### config.mk
export PLATFORM = sky130hd
export DESIGN_NAME = mips_multicycle_ctrl
export DESIGN_NICKNAME = d
export VERILOG_FILES = /design/src/rtl/mips_multicycle_ctrl.sv
export SDC_FILE = /design/constraint.sdc
export NUM_CORES = 1
export LEC_CHECK = 0
export CORE_ASPECT_RATIO = 1.4
export CORE_UTILIZATION = 30
export DETAILED_ROUTE_END_ITERATION = 10
export PLACE_DENSITY_LB_ADDON = 0.2
export SYNTH_ARGS = -nofsm -noshare
export SYNTH_HDL_FRONTEND = slang
export SYNTH_SLANG_ARGS = --single-unit
### constraint.sdc
create_clock -name clk -period 1.4 [get_ports clk]
set_input_delay 0.28 -clock clk [delete_from_list [all_inputs] [get_ports clk]]
set_output_delay 0.28 -clock clk [all_outputs]
set_load 0.05 [all_outputs]
### src/rtl/mips_multicycle_ctrl.sv
// -----------------------------------------------------------------------------
// mips_multicycle_ctrl
//
// Multi-cycle control FSM for the 16-bit MIPS datapath. It sequences
// FETCH -> DECODE -> EXEC -> (MEM) -> (WB) and drives every datapath
// strobe and select from the current state, the held instruction word and
// the ALU zero flag. The output names match the datapath control inputs 1:1.
//
// Optional feature macro: CTRL_SINGLE_STEP_EN
//   When defined, a `step` input is added. After each retired instruction
//   the FSM parks in STEP_WAIT and returns to FETCH on the first cycle with
//   step=1. When undefined, there is no `step` port and a retired
//   instruction goes straight back to FETCH.
//
// Ports
//   clk          clock, all state updates on posedge
//   rst          synchronous active-high reset; also forces all outputs to 0
//   instruction  instruction word, held stable while InsRead=0
//   zero_flag    ALU zero flag, used by BEQ/BNE in EXEC
//   step         single-step advance (CTRL_SINGLE_STEP_EN only)
//   InsRead      instruction memory read strobe
//   PCnext       PC load enable
//   PCSrc        00 pc+2, 01 branch, 10 jump, 11 rs
//   RegDst       00 rt, 01 rd, 10 r7
//   MemtoReg     00 ALU, 01 mem, 10 pc, 11 in_port
//   ALUControl   000 ADD 001 SUB 010 AND 011 OR 100 XOR 101 SLT 110 SLL 111 SRL
//   ALUSrc       1 selects sign-extended imm[5:0] as ALU operand B
//   MemRead      data memory read strobe
//   MemWrite     data memory write strobe
//   RegWrite     register file write enable
//   outEn        load out_port from rs
//   instr_done   one-cycle pulse in the last cycle of each retired instruction
//   halted       high while in HALT
//   illegal_op   sticky flag, set by an undefined opcode
//   state_o      current state, for debug
// -----------------------------------------------------------------------------
module mips_multicycle_ctrl #(
    parameter int BUS_WIDTH = 16,
    parameter int OPC_WIDTH = 4
) (
    input  logic                 clk,
    input  logic                 rst,
    input  logic [BUS_WIDTH-1:0] instruction,
    input  logic                 zero_flag,
`ifdef CTRL_SINGLE_STEP_EN
    input  logic                 step,
`endif
    output logic                 InsRead,
    output logic                 PCnext,
    output logic [1:0]           PCSrc,
    output logic [1:0]           RegDst,
    output logic [1:0]           MemtoReg,
    output logic [2:0]           ALUControl,
    output logic                 ALUSrc,
    output logic                 MemRead,
    output logic                 MemWrite,
    output logic                 RegWrite,
    output logic                 outEn,
    output logic                 instr_done,
    output logic                 halted,
    output logic                 illegal_op,
    output logic [2:0]           state_o
);

    typedef enum logic [2:0] {
        S_FETCH     = 3'd0,
        S_DECODE    = 3'd1,
        S_EXEC      = 3'd2,
        S_MEM       = 3'd3,
        S_WB        = 3'd4,
        S_HALT      = 3'd5,
        S_STEP_WAIT = 3'd6
    } state_t;

    localparam logic [OPC_WIDTH-1:0] OP_RTYPE = OPC_WIDTH'(0);
    localparam logic [OPC_WIDTH-1:0] OP_ADDI  = OPC_WIDTH'(1);
    localparam logic [OPC_WIDTH-1:0] OP_LW    = OPC_WIDTH'(2);
    localparam logic [OPC_WIDTH-1:0] OP_SW    = OPC_WIDTH'(3);
    localparam logic [OPC_WIDTH-1:0] OP_BEQ   = OPC_WIDTH'(4);
    localparam logic [OPC_WIDTH-1:0] OP_BNE   = OPC_WIDTH'(5);
    localparam logic [OPC_WIDTH-1:0] OP_J     = OPC_WIDTH'(6);
    localparam logic [OPC_WIDTH-1:0] OP_JAL   = OPC_WIDTH'(7);
    localparam logic [OPC_WIDTH-1:0] OP_JR    = OPC_WIDTH'(8);
    localparam logic [OPC_WIDTH-1:0] OP_IN    = OPC_WIDTH'(9);
    localparam logic [OPC_WIDTH-1:0] OP_OUT   = OPC_WIDTH'(10);
    localparam logic [OPC_WIDTH-1:0] OP_HALT  = OPC_WIDTH'(15);

    localparam logic [1:0] PCSRC_PC2    = 2'b00;
    localparam logic [1:0] PCSRC_BRANCH = 2'b01;
    localparam logic [1:0] PCSRC_JUMP   = 2'b10;
    localparam logic [1:0] PCSRC_RS     = 2'b11;

    localparam logic [1:0] REGDST_RT = 2'b00;
    localparam logic [1:0] REGDST_RD = 2'b01;
    localparam logic [1:0] REGDST_R7 = 2'b10;

    localparam logic [1:0] WBSEL_ALU  = 2'b00;
    localparam logic [1:0] WBSEL_MEM  = 2'b01;
    localparam logic [1:0] WBSEL_PC   = 2'b10;
    localparam logic [1:0] WBSEL_PORT = 2'b11;

    localparam logic [2:0] ALU_ADD = 3'b000;
    localparam logic [2:0] ALU_SUB = 3'b001;

    // Where a retired instruction goes next.
`ifdef CTRL_SINGLE_STEP_EN
    localparam state_t DONE_NEXT = S_STEP_WAIT;
`else
    localparam state_t DONE_NEXT = S_FETCH;
`endif

    state_t state_q, state_d;
    logic   illegal_q, illegal_d;
    logic   retire;

    logic [OPC_WIDTH-1:0] opcode;
    logic [2:0]           funct;
    logic                 unused_instr_bits;

    assign opcode = instruction[BUS_WIDTH-1 -: OPC_WIDTH];
    assign funct  = instruction[2:0];
    // Register/immediate fields are consumed by the datapath, not here.
    assign unused_instr_bits = ^instruction[BUS_WIDTH-OPC_WIDTH-1:3];

    always_comb begin
        state_d    = S_FETCH;
        illegal_d  = illegal_q;
        retire     = 1'b0;
        InsRead    = 1'b0;
        PCnext     = 1'b0;
        PCSrc      = PCSRC_PC2;
        RegDst     = REGDST_RT;
        MemtoReg   = WBSEL_ALU;
        ALUControl = ALU_ADD;
        ALUSrc     = 1'b0;
        MemRead    = 1'b0;
        MemWrite   = 1'b0;
        RegWrite   = 1'b0;
        outEn      = 1'b0;
        instr_done = 1'b0;
        halted     = 1'b0;

        case (state_q)
            S_FETCH: begin
                // Memory samples the old PC while the PC loads pc+2.
                InsRead = 1'b1;
                PCnext  = 1'b1;
                PCSrc   = PCSRC_PC2;
                state_d = S_DECODE;
            end
            S_DECODE: begin
                state_d = (opcode == OP_HALT) ? S_HALT : S_EXEC;
            end
            S_EXEC: begin
                case (opcode)
                    OP_RTYPE: begin
                        ALUControl = funct;
                        state_d    = S_WB;
                    end
                    OP_ADDI: begin
                        ALUSrc  = 1'b1;
                        state_d = S_WB;
                    end
                    OP_LW, OP_SW: begin
                        ALUSrc  = 1'b1;
                        state_d = S_MEM;
                    end
                    OP_BEQ, OP_BNE: begin
                        ALUControl = ALU_SUB;
                        PCSrc      = PCSRC_BRANCH;
                        PCnext     = (opcode == OP_BEQ) ? zero_flag : ~zero_flag;
                        retire     = 1'b1;
                    end
                    OP_J: begin
                        PCSrc  = PCSRC_JUMP;
                        PCnext = 1'b1;
                        retire = 1'b1;
                    end
                    OP_JAL: begin
                        // Link write and jump share the cycle; the register
                        // file captures pc+2 before the PC is overwritten.
                        PCSrc    = PCSRC_JUMP;
                        PCnext   = 1'b1;
                        RegDst   = REGDST_R7;
                        MemtoReg = WBSEL_PC;
                        RegWrite = 1'b1;
                        retire   = 1'b1;
                    end
                    OP_JR: begin
                        PCSrc  = PCSRC_RS;
                        PCnext = 1'b1;
                        retire = 1'b1;
                    end
                    OP_IN: begin
                        RegDst   = REGDST_RT;
                        MemtoReg = WBSEL_PORT;
                        RegWrite = 1'b1;
                        retire   = 1'b1;
                    end
                    OP_OUT: begin
                        outEn  = 1'b1;
                        retire = 1'b1;
                    end
                    default: begin
                        // Undefined opcode executes as a NOP and flags itself.
                        illegal_d = 1'b1;
                        retire    = 1'b1;
                    end
                endcase
            end
            S_MEM: begin
                // Keep the address computation stable across the access.
                ALUSrc     = 1'b1;
                ALUControl = ALU_ADD;
                if (opcode == OP_LW) begin
                    MemRead = 1'b1;
                    state_d = S_WB;
                end else begin
                    MemWrite = (opcode == OP_SW);
                    retire   = 1'b1;
                end
            end
            S_WB: begin
                retire = 1'b1;
                case (opcode)
                    OP_RTYPE: begin
                        ALUControl = funct;
                        RegDst     = REGDST_RD;
                        MemtoReg   = WBSEL_ALU;
                        RegWrite   = 1'b1;
                    end
                    OP_ADDI: begin
                        ALUSrc   = 1'b1;
                        RegDst   = REGDST_RT;
                        MemtoReg = WBSEL_ALU;
                        RegWrite = 1'b1;
                    end
                    OP_LW: begin
                        ALUSrc   = 1'b1;
                        RegDst   = REGDST_RT;
                        MemtoReg = WBSEL_MEM;
                        RegWrite = 1'b1;
                    end
                    default: ;
                endcase
            end
            S_HALT: begin
                halted  = 1'b1;
                state_d = S_HALT;
            end
            S_STEP_WAIT: begin
`ifdef CTRL_SINGLE_STEP_EN
                state_d = step ? S_FETCH : S_STEP_WAIT;
`else
                state_d = S_FETCH;
`endif
            end
            default: state_d = S_FETCH;
        endcase

        if (retire) begin
            instr_done = 1'b1;
            state_d    = DONE_NEXT;
        end

        illegal_op = illegal_q;
        state_o    = state_q;

        // Reset gates every output in the same cycle so an in-flight
        // register or memory write cannot complete.
        if (rst) begin
            InsRead    = 1'b0;
            PCnext     = 1'b0;
            PCSrc      = 2'b00;
            RegDst     = 2'b00;
            MemtoReg   = 2'b00;
            ALUControl = 3'b000;
            ALUSrc     = 1'b0;
            MemRead    = 1'b0;
            MemWrite   = 1'b0;
            RegWrite   = 1'b0;
            outEn      = 1'b0;
            instr_done = 1'b0;
            halted     = 1'b0;
            illegal_op = 1'b0;
            state_o    = 3'b000;
        end
    end

    always_ff @(posedge clk) begin
        if (rst) begin
            state_q   <= S_FETCH;
            illegal_q <= 1'b0;
        end else begin
            state_q   <= state_d;
            illegal_q <= illegal_d;
        end
    end

endmodule
==> impl_results.html, run 1 <==
<table>
<tr><th>Metric</th><th>Value</th></tr>
<tr><th colspan="2">Synthesis</th></tr>
<tr><td>Portion of the post-synthesis area used by sequential elements</td><td>14.5%</td></tr>
<tr><td>Post-synth top area share</td><td>approximately 15%</td></tr>
<tr><td>Most used DFF post-synth</td><td>sky130_fd_sc_hd__dfxtp_1</td></tr>
<tr><td>Flop and latch count out of synthesis</td><td>4</td></tr>
<tr><td>Main combinational cell family by area after synthesis</td><td>simple AND/OR/NAND/NOR gates</td></tr>
<tr><td>Synth Warn #</td><td>0</td></tr>
<tr><td>Multiplexer share of the synthesized area</td><td>1.82%</td></tr>
<tr><td>Adder-cell share of the synthesized area</td><td>0%</td></tr>
<tr><td>Area fraction in and, or, nand and nor cells after synthesis</td><td>51.4%</td></tr>
<tr><td>Most area-consuming cells after synthesis</td><td>sky130_fd_sc_hd__dfxtp_1 15%, sky130_fd_sc_hd__nor2_1 8.9%, sky130_fd_sc_hd__a21oi_1 7.3%</td></tr>
<tr><td>Leading area contributor after synthesis</td><td>sky130_fd_sc_hd__dfxtp_1</td></tr>
<tr><td>Syn Std Cell Area</td><td>551 um^2</td></tr>
<tr><td>Synthesized net count</td><td>approximately 100</td></tr>
<tr><td>Parity-gate share of the synthesized area counting xor and xnor cells</td><td>3.18%</td></tr>
<tr><td>Number of cells produced by synthesis</td><td>84</td></tr>
<tr><td>Async SR Flop Fraction</td><td>0%</td></tr>
<tr><td>Synth Area per Inst</td><td>6.55 um^2</td></tr>
<tr><td>Number of synthesized flops with an enable pin</td><td>0</td></tr>
<tr><td>Number of distinct library cells after synthesis</td><td>35</td></tr>
<tr><td>Compound-Gate Fraction of Synth Area</td><td>23.0%</td></tr>
<tr><th colspan="2">Floorplan</th></tr>
<tr><td>Vertical die dimension</td><td>52.7 um</td></tr>
<tr><td>Core Rows</td><td>18</td></tr>
<tr><td>Die Span X</td><td>38.2 um</td></tr>
<tr><td>I/O Pins</td><td>41</td></tr>
<tr><td>Initial core utilization</td><td>31.7%</td></tr>
<tr><th colspan="2">Clock tree</th></tr>
<tr><td>Post-CTS Hold Buffers</td><td>0</td></tr>
<tr><td>Clock Root Buffer</td><td>sky130_fd_sc_hd__clkbuf_4</td></tr>
<tr><td>Number of buffers added by the clock tree synthesis step</td><td>3</td></tr>
<tr><td>Setup Buffers After CTS</td><td>7</td></tr>
<tr><td>Num Clock Sinks</td><td>4</td></tr>
<tr><td>PostCTS Resize Cnt</td><td>50</td></tr>
<tr><td>CTS H-tree lvls</td><td>1</td></tr>
<tr><td>Max clock buf depth</td><td>2</td></tr>
<tr><th colspan="2">Outcome</th></tr>
<tr><td>Status</td><td>did not finish</td></tr>
<tr><td>Stage where the run ended</td><td>4_1_cts</td></tr>
<tr><td>Stop err</td><td>[ERROR DPL-0033] detailed placement checks failed during check placement.</td></tr>
<tr><th colspan="2">Place</th></tr>
<tr><td>Placer Congestion</td><td>0.824</td></tr>
<tr><td>HPWL after detailed placement</td><td>about 2400 um</td></tr>
<tr><td>Number of input and output port buffers inserted</td><td>31</td></tr>
</table>
cells in the mapped netlist (2+ instances only):
cell / n
sky130_fd_sc_hd__nand3b_1: 2
sky130_fd_sc_hd__or3b_1: 2
sky130_fd_sc_hd__o21ai_0: 3
sky130_fd_sc_hd__nand2_1: 8
sky130_fd_sc_hd__nand4_1: 2
sky130_fd_sc_hd__nand2b_1: 2
sky130_fd_sc_hd__nor2b_1: 5
sky130_fd_sc_hd__and2_1: 3
sky130_fd_sc_hd__dfxtp_1: 4
sky130_fd_sc_hd__a31oi_1: 2
sky130_fd_sc_hd__a21oi_1: 8
sky130_fd_sc_hd__nor2_1: 13
sky130_fd_sc_hd__buf_2: 3
sky130_fd_sc_hd__nor3_1: 5
sky130_fd_sc_hd__buf_4: 2
per-stage QoR:
step / std cells / instance area, um^2 / hold slack (ns) / worst slack [ns]
2_1_floorplan: 84 / 773 / 0.436 / -0.512
3_5_place_dp: 164 / 1540 / 0.636 / -0.775
3_3_place_gp: 164 / 1540 / 0.637 / -0.694
logic make-up after synthesis:
family,count (synthesis)
and+or+nand+nor,51
xor gates and xnor gates,2
buffers and inverters,6
DFF,4
AOI/OAI and AO/OA,20
muxes,1
==> run 2: changes to the inputs <==
==> config.mk (replaced) <==
export PLATFORM = sky130hd
export DESIGN_NAME = mips_multicycle_ctrl
export DESIGN_NICKNAME = d
export VERILOG_FILES = /design/src/rtl/mips_multicycle_ctrl.sv
export SDC_FILE = /design/constraint.sdc
export NUM_CORES = 1
export LEC_CHECK = 0
export CORE_AREA = 2 2 63 65
export DETAILED_ROUTE_END_ITERATION = 10
export DIE_AREA = 0 0 65 67
export PLACE_DENSITY_LB_ADDON = 0.15
export SYNTH_ARGS = -nofsm -noshare
export SYNTH_HDL_FRONTEND = slang
export SYNTH_SLANG_ARGS = --single-unit
==> constraint.sdc (replaced) <==
create_clock -name clk -period 1.82 [get_ports clk]
set_input_delay 0.364 -clock clk [delete_from_list [all_inputs] [get_ports clk]]
set_output_delay 0.364 -clock clk [all_outputs]
set_load 0.05 [all_outputs]
==> run 2 against run 1 <==
Area after synthesis stayed put. Synthesized cell count stayed put. The flow now finishes, with violations (negative setup slack).
==> impl_results.html, run 2 <==
<table>
<tr><th>Metric</th><th>Value</th></tr>
<tr><th colspan="2">Drt</th></tr>
<tr><td>Total routed wirelength</td><td>2530 um</td></tr>
<tr><td>Vias/cell</td><td>4.39</td></tr>
<tr><td>Detailed-route DRC error count</td><td>0</td></tr>
<tr><td>Metal-1 WL</td><td>~1100 um</td></tr>
<tr><td>Detailed Routing Iterations Pass 1</td><td>4</td></tr>
<tr><td>Via total after detailed routing</td><td>887</td></tr>
<tr><td>Routed wire length on met3</td><td>129 um</td></tr>
<tr><td>Routed len/inst</td><td>between 10 and 15 um</td></tr>
<tr><td>DR iter-0 viols</td><td>16</td></tr>
<tr><td>Antenna Violating Nets Remaining</td><td>0</td></tr>
<tr><td>Highest layer used for signal routing</td><td>met4</td></tr>
<tr><td>Total met2 wirelength after detailed routing</td><td>1270 um</td></tr>
<tr><th colspan="2">STA</th></tr>
<tr><td>Period utilization</td><td>105%</td></tr>
<tr><td>Clock period minus worst slack</td><td>approximately 1.9 ns</td></tr>
<tr><td>Setup repair after global routing missed its margin</td><td>yes</td></tr>
<tr><td>Actual slew at the worst max-slew pin</td><td>0.330 ns</td></tr>
<tr><td>Worst clock skew</td><td>0.00141 ns</td></tr>
<tr><td>Slew Limit Fails</td><td>0</td></tr>
<tr><td>Maximum achievable frequency</td><td>522 MHz</td></tr>
<tr><td>Post-route setup slack</td><td>-0.0940 ns</td></tr>
<tr><td>Headroom to the max-slew limit</td><td>77.8%</td></tr>
<tr><td>Final hold slack</td><td>between 0.4 and 0.5 ns</td></tr>
<tr><td>Endpoints failing hold</td><td>0</td></tr>
<tr><td>Setup-failing EPs final</td><td>7</td></tr>
<tr><th colspan="2">Clock tree</th></tr>
<tr><td>Post-CTS Hold Buffers</td><td>0</td></tr>
<tr><td>Num Clock Sinks</td><td>4</td></tr>
<tr><td>Clock tree from TritonCTS</td><td>built</td></tr>
<tr><td>Clock latency of the later-clocked register in the worst-skew pair</td><td>0.22 ns</td></tr>
<tr><td>CTS H-tree lvls</td><td>1</td></tr>
<tr><td>Number of buffers added by the clock tree synthesis step</td><td>3</td></tr>
<tr><td>Max clock buf depth</td><td>2</td></tr>
<tr><td>Clock Root Buffer</td><td>sky130_fd_sc_hd__clkbuf_8</td></tr>
<tr><td>Clock-pin slew on the worst setup and hold paths</td><td>~0.030 ns</td></tr>
<tr><th colspan="2">Worst setup path</th></tr>
<tr><td>Crit-path cells</td><td>buf_8 &gt; nor2_4 &gt; nand2_2 &gt; or4b_4 &gt; a21oi_4 &gt; buf_12</td></tr>
<tr><td>Critical path launch point type</td><td>input pin</td></tr>
<tr><td>Worst setup path category</td><td>input pin to primary output</td></tr>
<tr><td>CP endpoint kind</td><td>primary output</td></tr>
<tr><td>Max Fanout on Critical Path</td><td>6</td></tr>
<tr><td>Worst Path Required</td><td>1.46 ns</td></tr>
<tr><td>Cell type of the slowest stage on the worst timing path</td><td>sky130_fd_sc_hd__or4b_4</td></tr>
<tr><td>CP max stage delay</td><td>0.55 ns</td></tr>
<tr><td>Data arrival time of the worst path</td><td>roughly 1.6 ns</td></tr>
<tr><th colspan="2">Global route</th></tr>
<tr><td>Wire length of the first global-routing pass</td><td>4000 um</td></tr>
<tr><td>Grt ovf</td><td>0</td></tr>
<tr><td>Maximum number of pins on one net before global-route repair</td><td>10</td></tr>
<tr><td>Via count of the first global-routing pass</td><td>910</td></tr>
<tr><td>GRT Total Usage</td><td>11.7%</td></tr>
<tr><td>Initial antenna violation count</td><td>0</td></tr>
<tr><th colspan="2">Synthesis</th></tr>
<tr><td>Most frequent cell after synthesis</td><td>sky130_fd_sc_hd__nor2_1</td></tr>
<tr><td>Most used DFF post-synth</td><td>sky130_fd_sc_hd__dfxtp_1</td></tr>
<tr><td>Number of cells produced by synthesis</td><td>84</td></tr>
<tr><td>Portion of the post-synthesis area used by sequential elements</td><td>approximately 15%</td></tr>
<tr><td>Number of distinct library cells after synthesis</td><td>35</td></tr>
<tr><td>Number of synthesized flops with an enable pin</td><td>0</td></tr>
<tr><td>Synthesized net count</td><td>about 100</td></tr>
<tr><td>Synth Warn #</td><td>0</td></tr>
<tr><td>Post-synth top area share</td><td>14.5%</td></tr>
<tr><td>Synth Area per Inst</td><td>6.55 um^2</td></tr>
<tr><td>Flop and latch count out of synthesis</td><td>4</td></tr>
<tr><td>Leading post-synthesis cells by instance count</td><td>13 x sky130_fd_sc_hd__nor2_1, 8 x sky130_fd_sc_hd__a21oi_1, 8 x sky130_fd_sc_hd__nand2_1, 5 x sky130_fd_sc_hd__nor2b_1, 5 x sky130_fd_sc_hd__nor3_1</td></tr>
<tr><td>Most area-consuming cells after synthesis</td><td>sky130_fd_sc_hd__dfxtp_1 15%, sky130_fd_sc_hd__nor2_1 8.9%, sky130_fd_sc_hd__a21oi_1 7.3%</td></tr>
<tr><td>Async SR Flop Fraction</td><td>0%</td></tr>
<tr><td>Syn Std Cell Area</td><td>551 um^2</td></tr>
<tr><td>Leading area contributor after synthesis</td><td>sky130_fd_sc_hd__dfxtp_1</td></tr>
<tr><th colspan="2">Min path</th></tr>
<tr><td>Min-Delay Path Class</td><td>input pin to flip-flop</td></tr>
<tr><th colspan="2">Cells and area</th></tr>
<tr><td>Nets@finish</td><td>approximately 180</td></tr>
<tr><td>Layout cells sized above 1</td><td>76.0%</td></tr>
<tr><td>Area delta synth-&gt;final</td><td>218%</td></tr>
<tr><td>Most frequent cells in the layout</td><td>37 x sky130_fd_sc_hd__buf_4, 20 x sky130_fd_sc_hd__buf_12, 7 x sky130_fd_sc_hd__buf_6</td></tr>
<tr><td>Reg with most FFs</td><td>state_q</td></tr>
<tr><td>Registers with the most flip-flops</td><td>state_q x3, illegal_q x1</td></tr>
<tr><td>Number of inserted filler cells in the final layout</td><td>345</td></tr>
<tr><td>Largest register FFs</td><td>3</td></tr>
<tr><td>Most frequent standard cell in the layout excluding fill and tap cells</td><td>sky130_fd_sc_hd__buf_4</td></tr>
<tr><td>N_diodes</td><td>0</td></tr>
<tr><th colspan="2">Place</th></tr>
<tr><td>Placer Congestion</td><td>between 0.7 and 0.8</td></tr>
<tr><td>Number of input and output port buffers inserted</td><td>31</td></tr>
<tr><td>HPWL after detailed placement</td><td>between 1500 and 2000 um</td></tr>
<tr><th colspan="2">Pwr</th></tr>
<tr><td>Maximum VDD drop</td><td>0.385 mV</td></tr>
<tr><td>Leakage power</td><td>0.710 nW</td></tr>
<tr><td>Power density normalized to cell area</td><td>404 mW/mm^2</td></tr>
<tr><td>Total power consumption of the routed design</td><td>around 0.71 mW</td></tr>
<tr><th colspan="2">Job</th></tr>
<tr><td>MaxCap Viol Count</td><td>0</td></tr>
<tr><th colspan="2">Floorplan</th></tr>
<tr><td>I/O Pins</td><td>41</td></tr>
<tr><td>Total Die Area</td><td>0.00436 mm^2</td></tr>
<tr><td>Initial core utilization</td><td>15.3%</td></tr>
<tr><td>Core Rows</td><td>22</td></tr>
<tr><td>Core region area</td><td>0.00361 mm^2</td></tr>
<tr><td>Die Span X</td><td>65 um</td></tr>
<tr><td>Vertical die dimension</td><td>67 um</td></tr>
<tr><th colspan="2">Outcome</th></tr>
<tr><td>Status</td><td>finished, violations left</td></tr>
<tr><td>Failing checks</td><td>negative setup slack</td></tr>
</table>
## run 2: critical path, delay by kind of cell
family	cells	cell delay (ns)
AO/OA/AOI/OAI	1	0.18
buffers and inverters	2	0.26
AND/OR/NAND/NOR	3	0.74
## run 2: path summary, 6_finish.rpt
kind | startpoint | endpoint | slack [ns] | cells after the start
worst max-delay path | instruction[15] | ALUControl[0] | -0.09 | 6
worst min-delay path | instruction[15] | illegal_q | 0.47 | 3
worst max register to register | state_q[2] | state_q[0] | 0.51 | 5
worst min register to register | illegal_q | illegal_q | 0.65 | 2
## run 2: kinds of logic after synthesis
family | count (synthesis) | synth area share (%)
flip-flops | 4 | 14.5
multiplexers | 1 | 1.82
buffers and inverters | 6 | 6.13
XOR/XNOR | 2 | 3.18
AO/OA/AOI/OAI | 20 | 23.0
AND/OR/NAND/NOR | 51 | 51.4
## run 2: layout make-up
class / count / area, um^2 / area share [%]
timing repair buffer: 73 / 860 / 49.0
multi-input combinational: 74 / 701 / 40.0
sequential: 4 / 91.3 / 5.21
tap: 48 / 60.1 / 3.43
clock buffer: 3 / 41.3 / 2.36
## run 2: repair_timing
item,4_1_cts,5_1_grt
pin swaps,18,17
setup endpoints to repair,22,14
setup buffers,6,3
hold endpoints to repair,0,0
resized for setup,58,27
## run 2: metal layers
metal | vias up | global-route usage (%)
met5 | - | 0
met4 | 0 | 1.60
met3 | 2 | 3.72
met2 | 28 | 20.6
met1 | 419 | 14.2
li1 | 438 | -
## run 2: through the flow
step           setup slack, ns  std cells  setup TNS, ns  cell area, um^2  utilization (%)
2_1_floorplan           -0.229         84          -1.02              673                -
3_3_place_gp            -0.595        191          -8.13             1450             40.3
3_5_place_dp            -0.616        191          -8.14             1450             40.3
4_1_cts                -0.0803        199         -0.342             1630             45.2
5_1_grt                 -0.143        202         -0.841             1750             48.6
6_report               -0.0940        202         -0.263             1750             48.6
## run 2: where the power goes
group | switching (mW) | internal (mW)
Combinational | 0.201 | 0.209
Sequential | 0.0141 | 0.0975
Clock | 0.0447 | 0.141
Note: power is estimated with default switching activity, not from simulation.
==> run 3: changes to the inputs <==
==> constraint.sdc (replaced) <==
create_clock -name clk -period 2.1 [get_ports clk]
set_input_delay 0.42 -clock clk [delete_from_list [all_inputs] [get_ports clk]]
set_output_delay 0.42 -clock clk [all_outputs]
set_load 0.05 [all_outputs]
==> run 3 against run 2 <==
The flow now finishes without violations. Flip-flop and latch count stayed put. Critical path depth is 1 lower. Critical endpoint is now PCnext. Total power is 26% lower. Largest power group unchanged. Setup slack better by 0.14 ns. Sequential power is 18% lower.
==> impl_results.html, run 3 (synthesized netlist as in run 2, its figures left out) <==
<table>
<tr><th>Metric</th><th>Value</th></tr>
<tr><th colspan="2">Worst setup path</th></tr>
<tr><td>Worst R2R Setup Slack</td><td>roughly 0.74 ns</td></tr>
<tr><td>Cell family contributing the most delay on the critical path</td><td>buffers and inverters</td></tr>
<tr><td>CP endpoint kind</td><td>primary output</td></tr>
<tr><td>R2r worst-path depth</td><td>6</td></tr>
<tr><td>Critical path launch point type</td><td>input pin</td></tr>
<tr><td>Reg-to-Reg Start</td><td>state_q[1]</td></tr>
<tr><td>Crit-path cells</td><td>dlygate4sd2_1 &gt; buf_4 &gt; or3_1 &gt; a31oi_2 &gt; buf_12</td></tr>
<tr><td>Worst setup path category</td><td>input pin to primary output</td></tr>
<tr><td>Data arrival time of the worst path</td><td>between 1.5 and 2 ns</td></tr>
<tr><td>Max Fanout on Critical Path</td><td>7</td></tr>
<tr><td>CP Buf/Inv Count</td><td>3</td></tr>
<tr><td>CP max stage delay</td><td>0.36 ns</td></tr>
<tr><td>Cell type of the slowest stage on the worst timing path</td><td>sky130_fd_sc_hd__or3_1</td></tr>
<tr><td>Crit Reg-Reg Endpoint</td><td>state_q[1]</td></tr>
<tr><td>Worst Path Required</td><td>roughly 1.7 ns</td></tr>
<tr><th colspan="2">Clock tree</th></tr>
<tr><td>Clock tree from TritonCTS</td><td>built</td></tr>
<tr><td>CTS H-tree lvls</td><td>1</td></tr>
<tr><td>Post-CTS Hold Buffers</td><td>0</td></tr>
<tr><td>Max clock buf depth</td><td>2</td></tr>
<tr><td>Clock latency of the later-clocked register in the worst-skew pair</td><td>~0.21 ns</td></tr>
<tr><td>Num Clock Sinks</td><td>4</td></tr>
<tr><td>Clock Root Buffer</td><td>sky130_fd_sc_hd__clkbuf_8</td></tr>
<tr><td>Clock-pin slew on the worst setup and hold paths</td><td>0.03 ns</td></tr>
<tr><td>Number of buffers added by the clock tree synthesis step</td><td>3</td></tr>
<tr><th colspan="2">Place</th></tr>
<tr><td>DP Cell Count</td><td>183</td></tr>
<tr><td>Placer Congestion</td><td>roughly 0.74</td></tr>
<tr><td>Placement-stage worst setup slack</td><td>-0.341 ns</td></tr>
<tr><td>Number of input and output port buffers inserted</td><td>31</td></tr>
<tr><td>DP Area</td><td>roughly 0.0013 mm^2</td></tr>
<tr><td>HPWL after detailed placement</td><td>1720 um</td></tr>
<tr><th colspan="2">Floorplan</th></tr>
<tr><td>Vertical die dimension</td><td>67 um</td></tr>
<tr><td>I/O Pins</td><td>41</td></tr>
<tr><td>Core region area</td><td>0.00361 mm^2</td></tr>
<tr><td>Core Rows</td><td>22</td></tr>
<tr><td>Die Span X</td><td>65 um</td></tr>
<tr><td>Initial core utilization</td><td>between 10% and 20%</td></tr>
<tr><td>Total Die Area</td><td>roughly 0.0044 mm^2</td></tr>
<tr><th colspan="2">Drt</th></tr>
<tr><td>Detailed-route DRC error count</td><td>0</td></tr>
<tr><td>Antenna Violating Nets Remaining</td><td>0</td></tr>
<tr><td>Routed len/inst</td><td>11.6 um</td></tr>
<tr><td>Total routed wirelength</td><td>2200 um</td></tr>
<tr><td>Vias/cell</td><td>around 4.2</td></tr>
<tr><td>DR iter-0 viols</td><td>22</td></tr>
<tr><td>Detailed Routing Iterations Pass 1</td><td>4</td></tr>
<tr><td>Via total after detailed routing</td><td>805</td></tr>
<tr><th colspan="2">STA</th></tr>
<tr><td>Headroom to the max-slew limit</td><td>77.0%</td></tr>
<tr><td>Maximum achievable frequency</td><td>488 MHz</td></tr>
<tr><td>Final hold slack</td><td>0.647 ns</td></tr>
<tr><td>Setup repair after global routing missed its margin</td><td>yes</td></tr>
<tr><td>Actual slew at the worst max-slew pin</td><td>0.342 ns</td></tr>
<tr><td>Endpoints failing hold</td><td>0</td></tr>
<tr><td>Slew Limit Fails</td><td>0</td></tr>
<tr><td>Clock period minus worst slack</td><td>around 2.0 ns</td></tr>
<tr><td>Period utilization</td><td>between 90 and 100%</td></tr>
<tr><td>Post-route setup slack</td><td>0.0502 ns</td></tr>
<tr><td>Setup-failing EPs final</td><td>0</td></tr>
<tr><td>Worst clock skew</td><td>roughly 0.0006 ns</td></tr>
<tr><th colspan="2">Global route</th></tr>
<tr><td>Initial antenna violation count</td><td>0</td></tr>
<tr><td>Via count of the first global-routing pass</td><td>771</td></tr>
<tr><td>GRT Total Usage</td><td>10.8%</td></tr>
<tr><td>Maximum number of pins on one net before global-route repair</td><td>13</td></tr>
<tr><td>Wire length of the first global-routing pass</td><td>between 3000 and 4000 um</td></tr>
<tr><td>Grt ovf</td><td>0</td></tr>
<tr><th colspan="2">Pwr</th></tr>
<tr><td>Leakage power</td><td>between 0.5 and 0.6 nW</td></tr>
<tr><td>Maximum VDD drop</td><td>about 0.38 mV</td></tr>
<tr><td>Power density normalized to cell area</td><td>about 360 mW/mm^2</td></tr>
<tr><th colspan="2">Cells and area</th></tr>
<tr><td>Filler-free cell count of the finished design</td><td>190</td></tr>
<tr><td>N_diodes</td><td>0</td></tr>
<tr><td>Largest register FFs</td><td>3</td></tr>
<tr><td>Most frequent cells in the layout</td><td>27 x sky130_fd_sc_hd__buf_4, 21 x sky130_fd_sc_hd__buf_12, 9 x sky130_fd_sc_hd__nor2_1</td></tr>
<tr><td>Layout cells sized above 1</td><td>between 50% and 60%</td></tr>
<tr><td>Registers with the most flip-flops</td><td>state_q x3, illegal_q x1</td></tr>
<tr><td>Reg with most FFs</td><td>state_q</td></tr>
<tr><td>Layout Cell Area excl Fill</td><td>0.00144 mm^2</td></tr>
<tr><td>Nets@finish</td><td>163</td></tr>
<tr><td>Most frequent standard cell in the layout excluding fill and tap cells</td><td>sky130_fd_sc_hd__buf_4</td></tr>
<tr><td>Area delta synth-&gt;final</td><td>162%</td></tr>
<tr><th colspan="2">Min path</th></tr>
<tr><td>Worst Hold End</td><td>illegal_q</td></tr>
<tr><td>Number of cells traversed by the worst hold path</td><td>2</td></tr>
<tr><td>Worst hold path startpoint</td><td>illegal_q</td></tr>
<tr><td>Min-Delay Path Class</td><td>flip-flop to flip-flop</td></tr>
<tr><th colspan="2">Job</th></tr>
<tr><td>MaxCap Viol Count</td><td>0</td></tr>
<tr><th colspan="2">Outcome</th></tr>
<tr><td>Status</td><td>finished clean</td></tr>
</table>
==> run 3: cell types whose count changed in the layout (fill, tap and decap cells not counted), moves of 4 or more <==
cell,change
sky130_fd_sc_hd__nor3_4,-4
sky130_fd_sc_hd__nor2_4,-5
sky130_fd_sc_hd__buf_8,-4
sky130_fd_sc_hd__buf_4,-10
==> run 3: how the worst max path moves through the flow <==
stage	from	end	cells past startpoint
after global placement	instruction[15]	ALUControl[0]	6
after floorplan	rst	outEn	4
after CTS	instruction[0]	ALUControl[0]	4
after global routing	state_q[1]	PCnext	5
final	rst	PCnext	5
after detailed placement	instruction[15]	MemtoReg[0]	8
==> run 3: layout make-up <==
cell class,instances,area (um^2)
Clock buffer,3,41.3
Timing Repair Buffer,61,739
Fill cell,364,2160
Tap cell,48,60.1
Sequential cell,4,81.3
Multi-Input combinational cell,74,519
==> run 3: power by group <==
group / switching, mW / internal [mW] / total, mW
Sequential: 0.00833 / 0.0837 / 0.0921
Combinational: 0.143 / 0.131 / 0.273
Clock: 0.0361 / 0.122 / 0.158
==> run 3: worst register-to-register path: stages (launching register included) <==
cell                       delay, ns
sky130_fd_sc_hd__dfxtp_1        0.38
sky130_fd_sc_hd__buf_4          0.21
sky130_fd_sc_hd__nand2b_1       0.13
sky130_fd_sc_hd__nor3_2         0.21
sky130_fd_sc_hd__buf_4          0.16
sky130_fd_sc_hd__nand3b_1       0.07
sky130_fd_sc_hd__a21oi_1        0.14
==> run 3: metal layers <==
layer  wire [um]  share of wire, %  global-route usage [%]  vias up
met3         156               7.1                    3.72        0
met4           0                 0                       0        0
met5           0                 0                       0        -
met1        1070                49                    15.3      362
met2         972                44                    16.6       28
li1            -                 -                       -      415
==> run 3: stage by stage <==
step	total power [mW]	TNS, ns	util, %
2_1_floorplan	0.227	-2.63	-
3_3_place_gp	0.353	-3.92	36.8
3_5_place_dp	0.354	-3.90	36.8
4_1_cts	0.530	0	39.9
5_1_grt	0.557	-0.0333	40.0
6_report	0.523	0	40.0
==> run 3: timing repair <==
item                                   CTS  global route
setup buffers                            4             0
setup endpoints to repair               16            10
resized for setup                       24            12
endpoints found under the hold margin    0             0
pin swaps                                4             6
==> run 4: changes to the inputs <==
--- a/config.mk
+++ b/config.mk
@@ -5,6 +5,7 @@
 export SDC_FILE = /design/constraint.sdc
 export NUM_CORES = 1
 export LEC_CHECK = 0
+export CAP_MARGIN = 15
 export CORE_AREA = 2 2 63 65
 export DETAILED_ROUTE_END_ITERATION = 10
 export DIE_AREA = 0 0 65 67
==> results of run 4 <==
The final DEF is identical to that of run 3; final timing and power are the same.
